## src/rtl/seq_shifter_if.sv

```systemverilog
// Handshake and data bundle between the datapath controller and seq_shifter.
// The controller drives the request side; the shifter returns status and result.
interface seq_shifter_if #(
  parameter int WIDTH = 32,
  parameter int SHW   = $clog2(WIDTH)
);
  logic             start;
  logic             abort;
  logic [1:0]       op;
  logic [SHW-1:0]   shamt;
  logic [WIDTH-1:0] a;
  logic             ready;
  logic             busy;
  logic             valid;
  logic [WIDTH-1:0] result;

  modport master (
    output start, abort, op, shamt, a,
    input  ready, busy, valid, result
  );

  modport slave (
    input  start, abort, op, shamt, a,
    output ready, busy, valid, result
  );
endinterface

```

## src/rtl/seq_shifter.sv

```systemverilog
// Multi-cycle shifter: SLL/SRL/SRA/ROR by a runtime amount, at most STEP
// bits per clock, with a start/busy/valid handshake beside the ALU.
module seq_shifter #(
  parameter int WIDTH = 32,
  parameter int STEP  = 1,
  parameter int SHW   = $clog2(WIDTH)
) (
  input  logic         clk,
  input  logic         rst_n,
  seq_shifter_if.slave bus
);

  typedef enum logic [1:0] {
    IDLE  = 2'b00,
    SHIFT = 2'b01,
    DONE  = 2'b10
  } state_e;

  localparam logic [1:0] OP_SLL = 2'b00;
  localparam logic [1:0] OP_SRL = 2'b01;
  localparam logic [1:0] OP_SRA = 2'b10;
  localparam logic [1:0] OP_ROR = 2'b11;

  // One bit wider than rem so that STEP==WIDTH is representable.
  localparam logic [SHW:0] STEP_K = (SHW+1)'(STEP);

  state_e           state_q, state_d;
  logic [WIDTH-1:0] result_q, result_d;
  logic [SHW-1:0]   rem_q, rem_d;
  logic [1:0]       op_q, op_d;
  logic             ready_q, ready_d;
  logic             busy_q, busy_d;
  logic             valid_q, valid_d;
  logic [SHW:0]     k;

  // Shift v by k bits (k < WIDTH) according to the latched operation.
  function automatic logic [WIDTH-1:0] shift_by(input logic [1:0]       o,
                                                input logic [WIDTH-1:0] v,
                                                input logic [SHW:0]     amt);
    logic [2*WIDTH-1:0] dbl;
    logic [WIDTH-1:0]   sra;
    dbl = {v, v} >> amt;
    sra = $unsigned($signed(v) >>> amt);
    case (o)
      OP_SLL:  return v << amt;
      OP_SRL:  return v >> amt;
      OP_SRA:  return sra;
      OP_ROR:  return dbl[WIDTH-1:0];
      default: return v;
    endcase
  endfunction

  // Bits moved this cycle: min(STEP, rem).
  always_comb begin
    k = ({1'b0, rem_q} < STEP_K) ? {1'b0, rem_q} : STEP_K;
  end

  // Next-state, datapath and status decode.
  always_comb begin
    // NOTE: every target gets a default first so no path leaves it unassigned,
    // which would otherwise infer a latch.
    state_d  = state_q;
    result_d = result_q;
    rem_d    = rem_q;
    op_d     = op_q;
    case (state_q)
      IDLE: begin
        if (bus.start) begin
          result_d = bus.a;
          op_d     = bus.op;
          rem_d    = bus.shamt;
          state_d  = (bus.shamt == '0) ? DONE : SHIFT;
        end
      end
      SHIFT: begin
        if (bus.abort) begin
          state_d = IDLE;
        end else begin
          result_d = shift_by(op_q, result_q, k);
          rem_d    = rem_q - k[SHW-1:0];
          if (rem_d == '0) state_d = DONE;
        end
      end
      DONE:    state_d = IDLE;
      default: state_d = IDLE;
    endcase
    ready_d = (state_d == IDLE);
    busy_d  = (state_d == SHIFT);
    valid_d = (state_d == DONE);
  end

  // State, datapath and status flops; status outputs come straight from flops.
  always_ff @(posedge clk or negedge rst_n) begin
    if (!rst_n) begin
      state_q  <= IDLE;
      result_q <= '0;
      rem_q    <= '0;
      op_q     <= OP_SLL;
      ready_q  <= 1'b1;
      busy_q   <= 1'b0;
      valid_q  <= 1'b0;
    end else begin
      // NOTE: sequential state uses non-blocking assignments so all flops
      // update together from pre-edge values.
      state_q  <= state_d;
      result_q <= result_d;
      rem_q    <= rem_d;
      op_q     <= op_d;
      ready_q  <= ready_d;
      busy_q   <= busy_d;
      valid_q  <= valid_d;
    end
  end

  assign bus.ready  = ready_q;
  assign bus.busy   = busy_q;
  assign bus.valid  = valid_q;
  assign bus.result = result_q;

endmodule
```

## src/flat_wrapper.sv

```systemverilog
// flat-port wrapper written by rule: the top's interface ports become plain ports
module seq_shifter_flat 
#(
  parameter int WIDTH = 32,
  parameter int STEP  = 1,
  parameter int SHW   = $clog2(WIDTH)
)
  (clk, rst_n, bus_start, bus_abort, bus_op, bus_shamt, bus_a, bus_ready, bus_busy, bus_valid, bus_result);
  seq_shifter_if #(.WIDTH(WIDTH), .SHW(SHW)) bus_i ();
  input  logic clk;
  input  logic rst_n;
  input wire logic [$bits(bus_i.start)-1:0] bus_start;
  input wire logic [$bits(bus_i.abort)-1:0] bus_abort;
  input wire logic [$bits(bus_i.op)-1:0] bus_op;
  input wire logic [$bits(bus_i.shamt)-1:0] bus_shamt;
  input wire logic [$bits(bus_i.a)-1:0] bus_a;
  output wire logic [$bits(bus_i.ready)-1:0] bus_ready;
  output wire logic [$bits(bus_i.busy)-1:0] bus_busy;
  output wire logic [$bits(bus_i.valid)-1:0] bus_valid;
  output wire logic [$bits(bus_i.result)-1:0] bus_result;
  assign bus_i.start = bus_start;
  assign bus_i.abort = bus_abort;
  assign bus_i.op = bus_op;
  assign bus_i.shamt = bus_shamt;
  assign bus_i.a = bus_a;
  assign bus_ready = bus_i.ready;
  assign bus_busy = bus_i.busy;
  assign bus_valid = bus_i.valid;
  assign bus_result = bus_i.result;
  seq_shifter #(.WIDTH(WIDTH), .STEP(STEP), .SHW(SHW)) u_core (.clk(clk), .rst_n(rst_n), .bus(bus_i));
endmodule
```

## config.mk

```make
export PLATFORM = sky130hd
export DESIGN_NAME = seq_shifter_flat
export DESIGN_NICKNAME = d
export VERILOG_FILES = /design/src/rtl/seq_shifter_if.sv /design/src/rtl/seq_shifter.sv /design/src/flat_wrapper.sv
export SDC_FILE = /design/constraint.sdc
export NUM_CORES = 1
export LEC_CHECK = 0
export CAP_MARGIN = 20
export CORE_MARGIN = 8
export CORE_UTILIZATION = 50
export DETAILED_ROUTE_END_ITERATION = 16
export GPL_ROUTABILITY_DRIVEN = 0
export PLACE_DENSITY = 0.95
export SLEW_MARGIN = 15
export SYNTH_ARGS = -nofsm -noshare
export SYNTH_HDL_FRONTEND = slang
export SYNTH_SLANG_ARGS = --single-unit
export TNS_END_PERCENT = 100
```

## constraint.sdc

```tcl
create_clock -name clk -period 3.6 [get_ports clk]
set_clock_uncertainty 0.1 [all_clocks]
set_input_delay 0.72 -clock clk [delete_from_list [all_inputs] [get_ports clk]]
set_output_delay 0.72 -clock clk [all_outputs]
set_load 0.05 [all_outputs]
```

# Word-level counts from Yosys, hierarchy flattened
# Cells that the tools add are included.
[totals]
output_inout_bits = 35
ff_bits = 44
[op_classes]
addsub = 1
muxes = 13
n_shift = 4
eq_ne = 8
magnitude_cmp = 1
reduce_logical = 8
[ops]
columns = ["op", "n"]
rows = [
  ["$pmux W32 S4", 1],
  ["$mux W32", 2],
  ["$pmux W32 S2", 1],
  ["$shr A64 B6 Y32", 1],
  ["$shl A32 B6 Y32", 1],
  ["$shr A32 B6 Y32", 1],
  ["$sshr A32 B6 Y32", 1],
  ["$mux W5", 3],
  ["$logic_not A5 Y1", 2],
  ["$pmux W5 S2", 1],
  ["$mux W2", 4],
  ["$eq A2 B1 Y1 const B", 3],
  ["$eq A2 B2 Y1 const B", 3],
  ["$logic_not A2 Y1", 3],
  ["$lt A5 B1 Y1 const B", 1],
  ["$sub A5 B5 Y5", 1],
  ["$ne A2 B2 Y1 const B", 2],
  ["$pmux W2 S2", 1],
  ["$reduce_and A3 Y1", 1],
  ["$reduce_and A2 Y1", 1],
  ["$reduce_bool A2 Y1", 1],
]

# Logic depth before layout (Yosys ltp)
# Gate-level depths: netlist of the first run.
[logic_depth]
depth_word = 8
depth_mapped = 7
depth_no_buf = 7

# Worst setup path before layout of the first run
# OpenSTA, ideal clock, no wires.
[synth_timing]
path_kind = "reg-to-reg"
start = "reg u_core.rem_q[1]"
end = "reg u_core.valid_q, in the netlist u_core.bus.valid"
stages_incl_launch_ff = 7
synth_period_minus_slack_ps = 1822
path_slack_ps = 1778
t_arrival_ps = 1645
required_ps = 3423
setup_ps = 77
path_cell_list = "dfrtp_1 or3_1 o21bai_1 ha_1 nand3_1 or2_2 a21oi_1"
[synth_between]
elab_chain_cells = 8
[synth_lines]
columns = ["item", "line", "source"]
rows = [
  ["start: declaration", "seq_shifter.sv:29", "logic [SHW-1:0] rem_q, rem_d;"],
  ["start signal: assignment", "seq_shifter.sv:107", "rem_q <= rem_d;"],
  ["$lt A5 B1 Y1", "seq_shifter.sv:55", "k = ({1'b0, rem_q} < STEP_K) ? {1'b0, rem_q} : STEP_K;"],
  ["$mux W5", "seq_shifter.sv:55", ""],
  ["$sub A5 B5 Y5 (*)", "seq_shifter.sv:80", "rem_d = rem_q - k[SHW-1:0];"],
  ["$logic_not A5 Y1 (*)", "seq_shifter.sv:81", "if (rem_d == '0) state_d = DONE;"],
  ["$mux W2 (*)", "seq_shifter.sv:81", ""],
  ["$mux W2 (*)", "seq_shifter.sv:76", "if (bus.abort) begin"],
  ["$pmux W2 S2 (*)", "seq_shifter.sv:66", "case (state_q)"],
  ["$eq A2 B2 Y1 (*)", "seq_shifter.sv:89", "valid_d = (state_d == DONE);"],
  ["named net u_core.valid_d", "seq_shifter.sv:33", "logic valid_q, valid_d;"],
  ["end signal: assignment", "seq_shifter.sv:111", "valid_q <= valid_d;"],
  ["end: declaration", "seq_shifter.sv:33", ""],
]
# Mark *: on every way through the listed nets, which the timed path passes. The rest lies on a longest branch.
# A chain may end at the register's enable or synchronous reset.

# Final worst setup path of the first run
[layout_timing]
start = "reg u_core.ready_q, in the netlist u_core.bus.ready"
end = "out bus_ready"
[layout_rtl]
columns = ["item", "line", "source"]
rows = [
  ["start: declaration", "seq_shifter.sv:31", "logic ready_q, ready_d;"],
  ["start signal: assignment", "seq_shifter.sv:109", "ready_q <= ready_d;"],
  ["end: declaration", "flat_wrapper.sv:17", "output wire logic [$bits(bus_i.ready)-1:0] bus_ready;"],
]
# No word-level cell between the ends.

==> metrics.md, run 1 <==
| Metric | Value |
|---|---|
| Post-synth EDFFs | `0` |
| Leakage | `0.00127 uW` |
| VDD IR-drop max | `0.000509 V` |
| Synthesized Nets | `269` |
| Full die area | `7390 um^2` |
| Pwr dens | `951 nW/um^2` |
| Area leader, netlist | `dfrtp_1` |
| Crit path largest cell delay | `790 ps` |
| Post-DP HPWL | `4610 um` |
| Worst min path class | `in -> async` |
| Hold Vio Cnt, Final | `0` |
| CTS tree | `done` |
| Tot Pwr | `3190 uW` |
| RR Endpoint | `u_core.bus.result[31]$_DFFE_PN0P_` |
| Final setup fails | `0` |
| Final antenna-violating net count | `0` |
| R2R Setup Slk | `1500 ps` |
| Mapped Area | `2450 um^2` |
| Max cap viols | `0` |
| Max Freq | `413 MHz` |
| Type of origin of the critical path | `flop` |
| Postcts setup bufs | `0` |
| Detailed Route Iter0 Violations | `117` |
| Crit path buf inv count | `1` |
| Initial antenna violation count | `0` |
| Height of the die | `86.0 um` |
| Crit-path cells | `clkdlybuf4s50_1` |
| PortBufs | `77` |
| Warning count from the yosys run | `0` |
| FF+latch count, synth | `44` |
| CTS Buf Count | `5` |
| Status | `finished, final reports clean` |
| Top_reg_cell synth | `dfrtp_1` |
| Gr usage total | `17.8%` |
| Synth-to-Final Area Change | `36.9%` |
| Share of the synthesized area in the top cell type | `43.9%` |
| CTS clock-pin slew for the worst setup and hold paths | `80 ps` |
| RSZ-0062 raised after global routing | `false` |
| Final Core Density | `71.0%` |
| CTS Sinks | `44` |
| CP Max Fanout | `1` |
| Root Driver | `clkbuf_8` |
| Nets | `339` |
| Slew Viols, Final | `0` |
| Placement Rows | `25` |
| CP Class | `reg -> out` |
| Drc violations | `0` |
| Worst Setup End Kind | `output port` |
| Routed len/inst | `18.2 um` |
| Worst endpoint data arrival time | `1600 ps` |
| Worst r2r src | `u_core.state_q[1]$_DFF_PN0_` |
| Total Neg Setup Slack | `0 ps` |
| Post-CTS resize count | `0` |
| Slowest-stage cell, CP | `clkdlybuf4s50_1` |
| Clk buf depth | `2` |
| Largest net degree at the start of global routing | `45` |
| Die Wd | `86.0 um` |
| Hold slack | `292 ps` |
| Initial core utilization | `51.8%` |
| DRT Wirelength | `6620 um` |
| Post-route minimum period | `2420 ps` |
| Synth top area cells | `dfrtp_1 44%, mux2_2 15%, a2bb2oi_1 11%` |
| Rel. slew slack | `52.4%` |
| Via Count | `2,175` |
| Avg Vias per Cell | `5.99` |
| Clk_lat worst skew | `290 ps` |
| Io pins | `78` |
| N_diodes | `0` |
| Sequential share of the synthesized area | `45.0%` |
| Tcrit/Tclk final | `67.2%` |
| Required time of the critical path | `2780 ps` |
| Worst R2R Path Depth | `5` |
| H-tree depth | `2` |
| Syn Area/Cell | `10.9 um^2` |
| Distinct cells, synth | `38` |
| Crit path launch | `u_core.bus.ready$_DFF_PN1_` |
| Layout cells sized above 1 | `18.9%` |
| Post-Syn Instances | `225` |
| Core region area | `4720 um^2` |
| Most frequent cell after synthesis | `dfrtp_1` |
| Vias in the first global route | `2,169` |
| Asr flop ratio synth | `100%` |
| Detailed Routing Iterations Pass 1 | `4` |
| Gr ovfl total | `0` |
| Global-route wire length before repair | `10,700 um` |
| # fillers | `341` |
| Top cells by count, synth | `43 x dfrtp_1, 32 x mux2_2, 32 x o22ai_1, 31 x a2bb2oi_1` |
| # hold bufs at CTS | `0` |
| Worst-Margin Slew | `712 ps` |
| Cell family with most CP delay | `buffers and inverters` |
## area by class of cell
class	instances	area [um^2]	area share [%]
inverters	3	11.3	0.336
repair buffers	82	836	24.9
well taps	67	83.8	2.50
flip-flops and latches	44	1100	32.9
clock buffers	6	82.6	2.46
multi-input cells	159	1230	36.6
clock inverters	2	10.0	0.299
## flip-flops by register name, summed over array words and instances (netlist names)
signal and count:
u_core.bus.busy 1, u_core.state_q 2, u_core.op_q 2, u_core.bus.valid 1, u_core.bus.result 32, u_core.rem_q 5
u_core.bus.ready 1
## metal layers
| metal | vias up | GRT usage, % | share of wire, % |
|---|---|---|---|
| li1 | 1014 | - | - |
| met1 | 1066 | 23.1 | 46 |
| met2 | 86 | 28.5 | 46 |
| met3 | 9 | 4.01 | 6.2 |
| met4 | 0 | 5.73 | 1.2 |
| met5 | - | 0 | 0 |
## worst max-delay path by stage
stage               depth (start not counted)  slack, ps                           endpoint
finish                                      1       1180                          bus_ready
detailed placement                          7       1030  u_core.bus.result[16]$_DFFE_PN0P_
global route                                1       1150                          bus_ready
global placement                            7       1110  u_core.bus.result[19]$_DFFE_PN0P_
CTS                                         1       1160                          bus_ready
floorplan                                   6       1780         u_core.bus.valid$_DFF_PN0_
## placed cells by master, fill, tap and decap left out, drive strengths merged, types with 3 or more instances in the layout
cell type / netlist / final
clkdlybuf4s50: 0 / 76
nand2b: 4 / 4
buf: 13 / 6
nor2: 9 / 9
dfrtp: 43 / 43
inv: 3 / 3
mux2: 32 / 32
nor3: 3 / 3
nand2: 8 / 8
a21oi: 11 / 11
o22ai: 32 / 32
a2bb2oi: 31 / 31
o21ai: 6 / 6
clkbuf: 6 / 6
## where the power goes
group          switching, uW  internal [uW]  total (uW)
Combinational           1110            827        1930
Sequential               235            702         937
Clock                    163            153         316
Total                   1500           1680        3190
## metrics by stage
| step | cell area (um^2) | instances | worst slack [ps] |
|---|---|---|---|
| floorplan | 2450 | 225 | 1780 |
| global placement | 3230 | 354 | 1110 |
| detailed placement | 3230 | 354 | 1030 |
| CTS | 3320 | 362 | 1160 |
| global route | 3350 | 363 | 1150 |
| finish | 3350 | 363 | 1180 |
## cells by family (layout without fill, tap and decap cells)
group                      after synthesis  after routing  synth area share (%)
AOI/OAI and AO/OA                       92             92                  27.2
DFF                                     44             44                  45.0
and+or+nand+nor                         34             34                  6.90
muxes                                   32             32                  14.7
buffers and inverters                   22             93                  5.62
adders and majority gates                1              1                 0.511
Note: power is estimated with default switching activity, not from simulation.
==> run 2, diff against run 1 <==
CORE_UTILIZATION = 46   (was 50)
PLACE_DENSITY = 0.9   (was 0.95)
clock period = 2.4 ns   (was 3.6 ns; I/O delays follow)
==> metrics.md, run 2 (same netlist as run 1, synthesis figures left out) <==
| Metric | Value |
|---|---|
| N_diodes | `0 (unchanged)` |
| Status | `finished, final reports clean` |
| Vias in the first global route | `2,186 (+0.78%)` |
| Postcts setup bufs | `0 (unchanged)` |
| Clk_lat worst skew | `290 ps (about the same)` |
| PortBufs | `77 (unchanged)` |
| Hold Vio Cnt, Final | `0 (unchanged)` |
| RSZ-0062 raised after global routing | `false` |
| Hold slack | `133 ps (-158 ps)` |
| R2R Setup Slk | `370 ps (-1130 ps)` |
| Detailed Route Iter0 Violations | `124 (+6.0%)` |
| Worst R2R Path Depth | `6 (+1)` |
| CP Max Fanout | `1 (unchanged)` |
| Number of flip-flops in the largest register | `32 (unchanged)` |
| Layout cells sized above 1 | `19.5% (+0.54 points)` |
| FF/Latch Area | `1100 um^2 (unchanged)` |
| Post-CTS resize count | `0 (unchanged)` |
| CTS tree | `done` |
| Post-DP HPWL | `4670 um (+1.2%)` |
| Most common cell after layout, fill and taps aside | `clkdlybuf4s50_1` |
| Final setup fails | `0 (unchanged)` |
| Final Core Density | `66.1% (-4.9 points)` |
| Die Wd | `89.0 um (+3.5%)` |
| Via Count | `2,176 (+0.046%)` |
| Commonest cells after routing, fill and taps aside | `76 x clkdlybuf4s50_1, 43 x dfrtp_1, 32 x mux2_2, 32 x o22ai_1, 31 x a2bb2oi_1` |
| CTS Sinks | `44 (unchanged)` |
| DRT Wirelength | `6780 um (+2.4%)` |
| Cell family with most CP delay | `buffers and inverters` |
| Full die area | `7910 um^2 (+7.1%)` |
| Tcrit/Tclk final | `91.2%` |
| Final antenna-violating net count | `0 (unchanged)` |
| Type of origin of the critical path | `flop` |
| Gr usage total | `17.4% (-0.44 points)` |
| Crit-path cells | `clkdlybuf4s50_1` |
| Root Driver | `clkbuf_8` |
| Slowest-stage cell, CP | `clkdlybuf4s50_1` |
| Max cap viols | `0 (unchanged)` |
| Initial antenna violation count | `0 (unchanged)` |
| Height of the die | `89.0 um (+3.5%)` |
| Worst endpoint data arrival time | `1610 ps (about the same)` |
| Clk buf depth | `2 (unchanged)` |
| Post-route minimum period | `2190 ps` |
| VDD IR-drop max | `0.000839 V (+65%)` |
| Required time of the critical path | `1820 ps (-960 ps)` |
| Gr ovfl total | `0 (unchanged)` |
| Crit path depth | `1 (unchanged)` |
| Worst Setup End Kind | `output port` |
| Placement Rows | `26 (+4.0%)` |
| Pwr dens | `1450 nW/um^2 (+52%)` |
| Total Neg Setup Slack | `0 ps (unchanged)` |
| Avg Vias per Cell | `5.91 (-1.3%)` |
| RR Endpoint | `u_core.bus.valid$_DFF_PN0_` |
| CTS Buf Count | `5 (unchanged)` |
| CTS clock-pin slew for the worst setup and hold paths | `90 ps (about the same)` |
| Drc violations | `0 (unchanged)` |
| Routed len/inst | `18.4 um (+1.0%)` |
| # fillers | `439 (+29%)` |
| Largest net degree at the start of global routing | `42 (-6.7%)` |
| Worst min path class | `in -> async` |
| Nets | `341 (+0.59%)` |
| # hold bufs at CTS | `0 (unchanged)` |
| Worst r2r src | `u_core.rem_q[1]$_DFFE_PN0P_` |
| Area of the multi-input gates | `1230 um^2 (unchanged)` |
| Global-route wire length before repair | `10,900 um (+1.9%)` |
| CP Class | `reg -> out` |
| Initial core utilization | `47.6% (-4.2 points)` |
| Max Freq | `457 MHz` |
| Slew Viols, Final | `0 (unchanged)` |
| Crit path largest cell delay | `790 ps (about the same)` |
| Detailed Routing Iterations Pass 1 | `5 (+1)` |
| Io pins | `78 (unchanged)` |
| Rel. slew slack | `52.5% (+0.065 points)` |
| Synth-to-Final Area Change | `38.8%` |
| Worst-Margin Slew | `713 ps (+0.533 ps)` |
| Core region area | `5140 um^2 (+8.8%)` |
| Crit path buf inv count | `1 (unchanged)` |
| Leakage | `0.00129 uW (+1.2%)` |
| H-tree depth | `2 (unchanged)` |
## run 2: per-stage QoR
stage	setup slack, ps	std cells	power, uW	area (um^2)
after floorplan	578	225	3460	2450
after global placement	355	360	4280	3280
after detailed placement	259	360	4340	3280
after CTS	194	368	4940	3400
after global routing	172	368	5180	3400
final	211	368	4920	3400
## run 2: worst max-delay path by stage
stage	endpoint	slack, ps	start
after floorplan	u_core.bus.valid$_DFF_PN0_	580	u_core.rem_q[1]$_DFFE_PN0P_
after global placement	u_core.bus.result[2]$_DFFE_PN0P_	350	bus_start
after detailed placement	u_core.bus.result[24]$_DFFE_PN0P_	260	bus_start
after CTS	bus_ready	190	u_core.bus.ready$_DFF_PN1_
after global routing	bus_ready	170	u_core.bus.ready$_DFF_PN1_
final	bus_ready	210	u_core.bus.ready$_DFF_PN1_
## run 2: layout make-up
| class | instances | area share [%] |
|---|---|---|
| sequential | 44 | 32.4 |
| clock inverter | 3 | 1.36 |
| tap | 70 | 2.58 |
| inverter | 3 | 0.331 |
| clock buffer | 5 | 2.03 |
| multi-input combinational | 159 | 36.1 |
| timing repair buffer | 84 | 25.2 |
## run 2: layer usage
metal	vias to the layer above	GRT usage (%)	share of wire, %
met5	-	0	0
li1	1014	-	-
met3	4	5.88	7.7
met1	1075	22.9	45
met4	0	3.02	0.46
met2	83	27.1	47
## run 2: power by group
group          total, uW  switching [uW]  internal [uW]
logic               2930            1670           1270
registers           1410             355           1050
clock network        578             264            314
